[src/rtl/reaction_game_ctrl.sv]
// reaction_game_ctrl
//   Game-state controller for the OLED reaction-time game. It runs a random
//   pre-signal delay, measures the reaction time in milliseconds, catches
//   presses made before the signal and drives the screen-select code that the
//   downstream screen mux uses.
//
// Ports
//   clk         system clock (single domain)
//   reset       synchronous, active-high reset
//   btn_pulse   one-cycle debounced press pulse
//   screen_sel  screen code: 0 IDLE, 10 WAIT, 11 GO, 12 TOO_EARLY,
//               13 RESULT, 14 TIMEOUT
//   react_ms    last measured reaction time, ms
//   best_ms     best reaction time since reset (9999 = none)
//   early_cnt   too-early press count, saturating at 255
//   go_led      high only in GO
module reaction_game_ctrl #(
  parameter int unsigned TICKS_PER_MS = 6250,
  parameter int unsigned HOLD_MS      = 2000,
  parameter int unsigned TIMEOUT_MS   = 9999,
  parameter int unsigned BASE_MS      = 1000
) (
  input  logic        clk,
  input  logic        reset,
  input  logic        btn_pulse,
  output logic [3:0]  screen_sel,
  output logic [13:0] react_ms,
  output logic [13:0] best_ms,
  output logic [7:0]  early_cnt,
  output logic        go_led
);

  localparam int unsigned    PW         = (TICKS_PER_MS > 1) ? $clog2(TICKS_PER_MS) : 1;
  localparam logic [PW-1:0]  PRESC_LAST = PW'(TICKS_PER_MS - 1);
  localparam logic [13:0]    TIMEOUT_V  = 14'(TIMEOUT_MS);
  localparam logic [13:0]    HOLD_V     = 14'(HOLD_MS);
  localparam logic [13:0]    BASE_V     = 14'(BASE_MS);
  localparam logic [15:0]    LFSR_SEED  = 16'hACE1;

  // State encodings double as the screen codes so screen_sel is the state register.
  typedef enum logic [3:0] {
    S_IDLE    = 4'd0,
    S_WAIT    = 4'd10,
    S_GO      = 4'd11,
    S_EARLY   = 4'd12,
    S_RESULT  = 4'd13,
    S_TIMEOUT = 4'd14
  } state_t;

  state_t         state;
  state_t         state_nx;
  logic [PW-1:0]  presc;
  logic           ms_tick;
  logic [13:0]    ms_cnt;      // WAIT: remaining delay, GO: reaction, EARLY: hold
  logic [13:0]    ms_cnt_nx;
  logic [13:0]    go_inc;
  logic [13:0]    react_val;
  logic [15:0]    lfsr;
  logic           lfsr_fb;

  assign ms_tick    = (presc == PRESC_LAST);
  assign lfsr_fb    = lfsr[15] ^ lfsr[13] ^ lfsr[12] ^ lfsr[10];
  assign screen_sel = state;

  // A press on a tick cycle counts that tick; this is what makes a press on
  // the timeout tick report TIMEOUT_MS.
  assign go_inc    = ms_tick ? (ms_cnt + 14'd1) : ms_cnt;
  assign react_val = (go_inc >= TIMEOUT_V) ? TIMEOUT_V : go_inc;

  always_comb begin
    state_nx  = state;
    ms_cnt_nx = ms_cnt;
    case (state)
      S_IDLE: begin
        if (btn_pulse) begin
          state_nx  = S_WAIT;
          ms_cnt_nx = BASE_V + 14'(lfsr[10:0]);
        end
      end
      S_WAIT: begin
        // Press has priority over an expiring delay.
        if (btn_pulse) begin
          state_nx  = S_EARLY;
          ms_cnt_nx = '0;
        end else if (ms_tick) begin
          if (ms_cnt <= 14'd1) begin
            state_nx  = S_GO;
            ms_cnt_nx = '0;
          end else begin
            ms_cnt_nx = ms_cnt - 14'd1;
          end
        end
      end
      S_GO: begin
        if (btn_pulse) begin
          state_nx = S_RESULT;
        end else if (ms_tick && (go_inc >= TIMEOUT_V)) begin
          state_nx = S_TIMEOUT;
        end else begin
          ms_cnt_nx = go_inc;
        end
      end
      S_EARLY: begin
        if (ms_tick) begin
          if ((ms_cnt + 14'd1) >= HOLD_V) begin
            state_nx = S_IDLE;
          end else begin
            ms_cnt_nx = ms_cnt + 14'd1;
          end
        end
      end
      S_RESULT, S_TIMEOUT: begin
        if (btn_pulse) begin
          state_nx = S_IDLE;
        end
      end
      default: begin
        state_nx = S_IDLE;
      end
    endcase
  end

  always_ff @(posedge clk) begin
    if (reset) begin
      state     <= S_IDLE;
      presc     <= '0;
      ms_cnt    <= '0;
      lfsr      <= LFSR_SEED;
      react_ms  <= '0;
      best_ms   <= 14'd9999;
      early_cnt <= '0;
      go_led    <= 1'b0;
    end else begin
      lfsr   <= {lfsr[14:0], lfsr_fb};
      state  <= state_nx;
      ms_cnt <= ms_cnt_nx;
      go_led <= (state_nx == S_GO);

      // Prescaler restarts on every transition so each state's first tick
      // lands exactly TICKS_PER_MS cycles after entry.
      if ((state_nx != state) || ms_tick) begin
        presc <= '0;
      end else begin
        presc <= presc + PW'(1);
      end

      if ((state == S_WAIT) && btn_pulse && (early_cnt != 8'hFF)) begin
        early_cnt <= early_cnt + 8'd1;
      end

      if ((state == S_GO) && (state_nx == S_RESULT)) begin
        react_ms <= react_val;
        if (react_val < best_ms) begin
          best_ms <= react_val;
        end
      end

      if ((state == S_GO) && (state_nx == S_TIMEOUT)) begin
        react_ms <= TIMEOUT_V;
      end
    end
  end

endmodule
[config.mk]
export PLATFORM = sky130hd
export DESIGN_NAME = reaction_game_ctrl
export DESIGN_NICKNAME = d
export VERILOG_FILES = /design/src/rtl/reaction_game_ctrl.sv
export SDC_FILE = /design/constraint.sdc
export NUM_CORES = 1
export LEC_CHECK = 0
export CAP_MARGIN = 20
export CORE_UTILIZATION = 35
export CTS_CLUSTER_SIZE = 12
export DETAILED_ROUTE_END_ITERATION = 8
export DONT_BUFFER_PORTS = 1
export GPL_ROUTABILITY_DRIVEN = 0
export PLACE_DENSITY_LB_ADDON = 0.12
export SETUP_SLACK_MARGIN = 0.05
export SLEW_MARGIN = 20
export SYNTH_ARGS = -nofsm -noshare
export SYNTH_HDL_FRONTEND = slang
export SYNTH_SLANG_ARGS = --single-unit
[constraint.sdc]
create_clock -name clk -period 6 [get_ports clk]
set_input_delay 1.5 -clock clk [delete_from_list [all_inputs] [get_ports clk]]
set_output_delay 1.5 -clock clk [all_outputs]
set_load 0.05 [all_outputs]
==> results by group <==
Detailed routing
  – ANT nets after route: 0
  – Vias: 4925
  – Vias/cell: slightly below 6
  – DRC violation total after the first TritonRoute iteration: roughly 380
  – Pre-antenna DRT Iters: 7
  – Final WL: 15520 µm
  – Routed wire per std cell: between 15 and 20 µm
  – DRC Markers: 6

GRT
  – Routing usage on met3: 5.006%
  – GRT busiest layer: met2
  – GRT met1 Usage: 27.93%
  – Met2 Usage GRT: approximately 30%
  – Initial antenna violation count: 0
  – First-pass GRT wire length: 25070 µm
  – Largest net degree at the start of global routing: between 70 and 80
  – Gr ovfl total: 0
  – Vias in the first global route: 4663
  – GRT Util Overall: 20.43%

STA
  – Fin crit share: ~90%
  – Final Hold Viols: 0
  – Setup TNS: 0 ns
  – Worst slew pin tran: 0.9745 ns
  – Final hold slack: 0.4064 ns
  – Setup WS post-layout: 0.5636 ns
  – Clock skew: 0.009671 ns
  – RSZ-0062 raised after global routing: false
  – Tmin final: 5.436 ns
  – Slew HR: 34.21%
  – Setup violators final: 0
  – Fmax: 183.9 MHz
  – Max Slew Vio Count: 0

Clocking
  – Post-cts sizing count: 0
  – Post-CTS Repair Setup Buffers: 0
  – CTS sink cnt: 84
  – Cts hold-fix bufs: 0
  – H-tree depth reported by CTS: 3
  – CTS clk-pin slew, worst paths: 0.06 ns
  – Clock tree buffer depth: 2
  – CTS buffer count: 9
  – CTS tree: built
  – CTS root buffer: clkbuf_16
  – Clk Latency, worst-skew pair: 0.35 ns

Floorplan
  – FP Rows: 44
  – Num ports: 44
  – Chip Width: 124.9 µm
  – Die Height: 124.9 µm
  – Effective utilization at floorplan: 36.12%
  – Core area: 14640 µm²
  – Die ar.: 15610 µm²

Critical path
  – Startpoint types: register
  – Required time of the critical path: around 6.2 ns
  – Crit Path Category: register to register
  – CP Data Arrival Time: 5.68 ns
  – Crit Path Max Fanout: 22
  – Crit end category: register

Logic synthesis
  – Synth Cell Area: about 5300 µm²
  – Most instantiated library cell after synthesis: dfxtp_1
  – Async set-reset flop share out of synthesis: 0%
  – XOR/XNOR Fraction of Synth Area: 6.954%
  – Yosys top cell area share: 31.79%
  – Post-synthesis mux area share: 1.514%
  – Main area contributors after synthesis: dfxtp_1, nor2_1, ha_1
  – Synth Area in Compound Gates: 21.62%
  – Top_reg_cell synth: dfxtp_1
  – Sequential area share after synthesis: 31.79%
  – Simple-Gate Fraction of Synth Area: 27.18%
  – Avg Inst Size Synth: 7.612 µm²
  – Syn Inst Count: 695
  – Number of flops mapped to enable cells by yosys: 0
  – Largest family of logic cells by synthesized area: simple AND/OR/NAND/NOR gates
  – Fraction of the mapped netlist area in adder cells: 4.730%
  – Synth cell types: 74
  – Mapped Nets: ~720
  – Area leader, netlist: dfxtp_1
  – Synth warn: 0
  – Post-synth top cells: dfxtp_1, nor2_1, nand2_1
  – Flops & latches, synth: 84

Cells and area
  – Layout cell share with drive strength beyond 1: slightly above 7%
  – Ant diodes: 0
  – Nets@finish: 688
  – Area growth, synth to finish: 7.521%
  – FILL cells: ~1500
  – Final design utilization: 38.84%
  – Post-Layout Inst Area: 5688 µm²

Power
  – Pleak: 2.111 nW
  – Combinational power share: about 11%
  – Switch Pwr: 0.3687 mW
  – Clock power share: approximately 43%
  – Sw Ratio: 27.88%
  – Sequential share of power: 45.5%
  – Pint: 0.9540 mW
  – VDD IR max: 129.1 µV
  – Power Density: roughly 230 nW/µm²

Status
  – Failing checks: design-rule violations
  – Status: finished with violations

Placement
  – DP Wirelength: roughly 11000 µm
  – Placed Instance Area: 5378 µm²
  – Setup WS pre-CTS: 0.5520 ns
  – Port Buffers: 0

Run
  – Max-cap violations: 0

Hold path
  – Worst Hold Class: register to register
[flip-flops by register name, indices dropped and copies added (netlist names)]
| register | flops |
|---|---|
| best_ms | 14 |
| early_cnt | 8 |
| go_led | 1 |
| lfsr | 16 |
| ms_cnt | 14 |
| presc | 13 |
| react_ms | 14 |
| screen_sel | 4 |
[metal layers]
layer / share of wire, % / wire length [µm] / up-vias
li1: - / - / 2419
met1: 47 / 7339 / 2327
met2: 43 / 6693 / 151
met3: 7.0 / 1081 / 28
met4: 2.6 / 403 / 0
met5: 0 / 0 / -
[layout by cell type, fill, tap and decap left out, drive strengths merged, types with 10 or more instances in the layout]
master   n
dfxtp   84
nor2    79
nand2   54
o21ai   53
a21oi   43
nand3   33
inv     30
nor3    25
xnor2   22
xor2    20
ha      20
nor2b   16
and3    14
or2     11
nand4   10
a211oi  10
[metrics by stage]
step           cells  total power, mW
3_5_place_dp     838           0.7592
3_3_place_gp     838           0.7590
4_1_cts          854            1.336
5_1_grt          854            1.379
6_report         854            1.323
2_1_floorplan    695           0.7246
[area by class of cell]
class	instances	area, µm²	area share (%)
Tap cell	184	230.2	4.048
Multi-Input combinational cell	531	3293	57.90
Clock buffer	9	225.2	3.960
Clock inverter	7	77.57	1.364
Inverter	30	112.6	1.980
Sequential cell	84	1682	29.56
Timing Repair Buffer	9	67.56	1.188
[cells by family after synthesis]
group,after synthesis
compound gates,179
xor+xnor,42
fa+ha+maj,20
buf+inv,80
flops,84
mux,8
simple gates,282
[worst paths after layout]
path	from	to	slack (ns)	depth (start not counted)
worst max-delay path	ms_cnt[6]	best_ms[0]	0.56	14
worst min-delay path	lfsr[14]	lfsr[15]	0.41	1
worst max register to register	ms_cnt[6]	best_ms[0]	0.56	14
worst min register to register	lfsr[14]	lfsr[15]	0.41	1
[power groups by stage]
stage          combinational (mW)  clock [mW]  sequential, mW
2_1_floorplan               0.126           0           0.598
3_3_place_gp                0.146           0           0.613
3_5_place_dp                0.146           0           0.613
4_1_cts                     0.147       0.588           0.601
5_1_grt                     0.165       0.609           0.605
6_report                    0.150       0.571           0.602
[critical path: stages (launching register included)]
cell and delay (ns):
dfxtp_1 0.64, nand3_1 0.31, nor4_1 0.72, nand4_1 0.20, xor2_1 0.36, a221o_1 0.77, and2_1 0.32, ha_1 0.27
a21o_1 0.19, a21o_1 0.17, a21o_1 0.16, a21o_1 0.18, a211oi_1 0.40, a21oi_4 0.26, a211o_1 0.37
(Power assumes the default switching activity.)
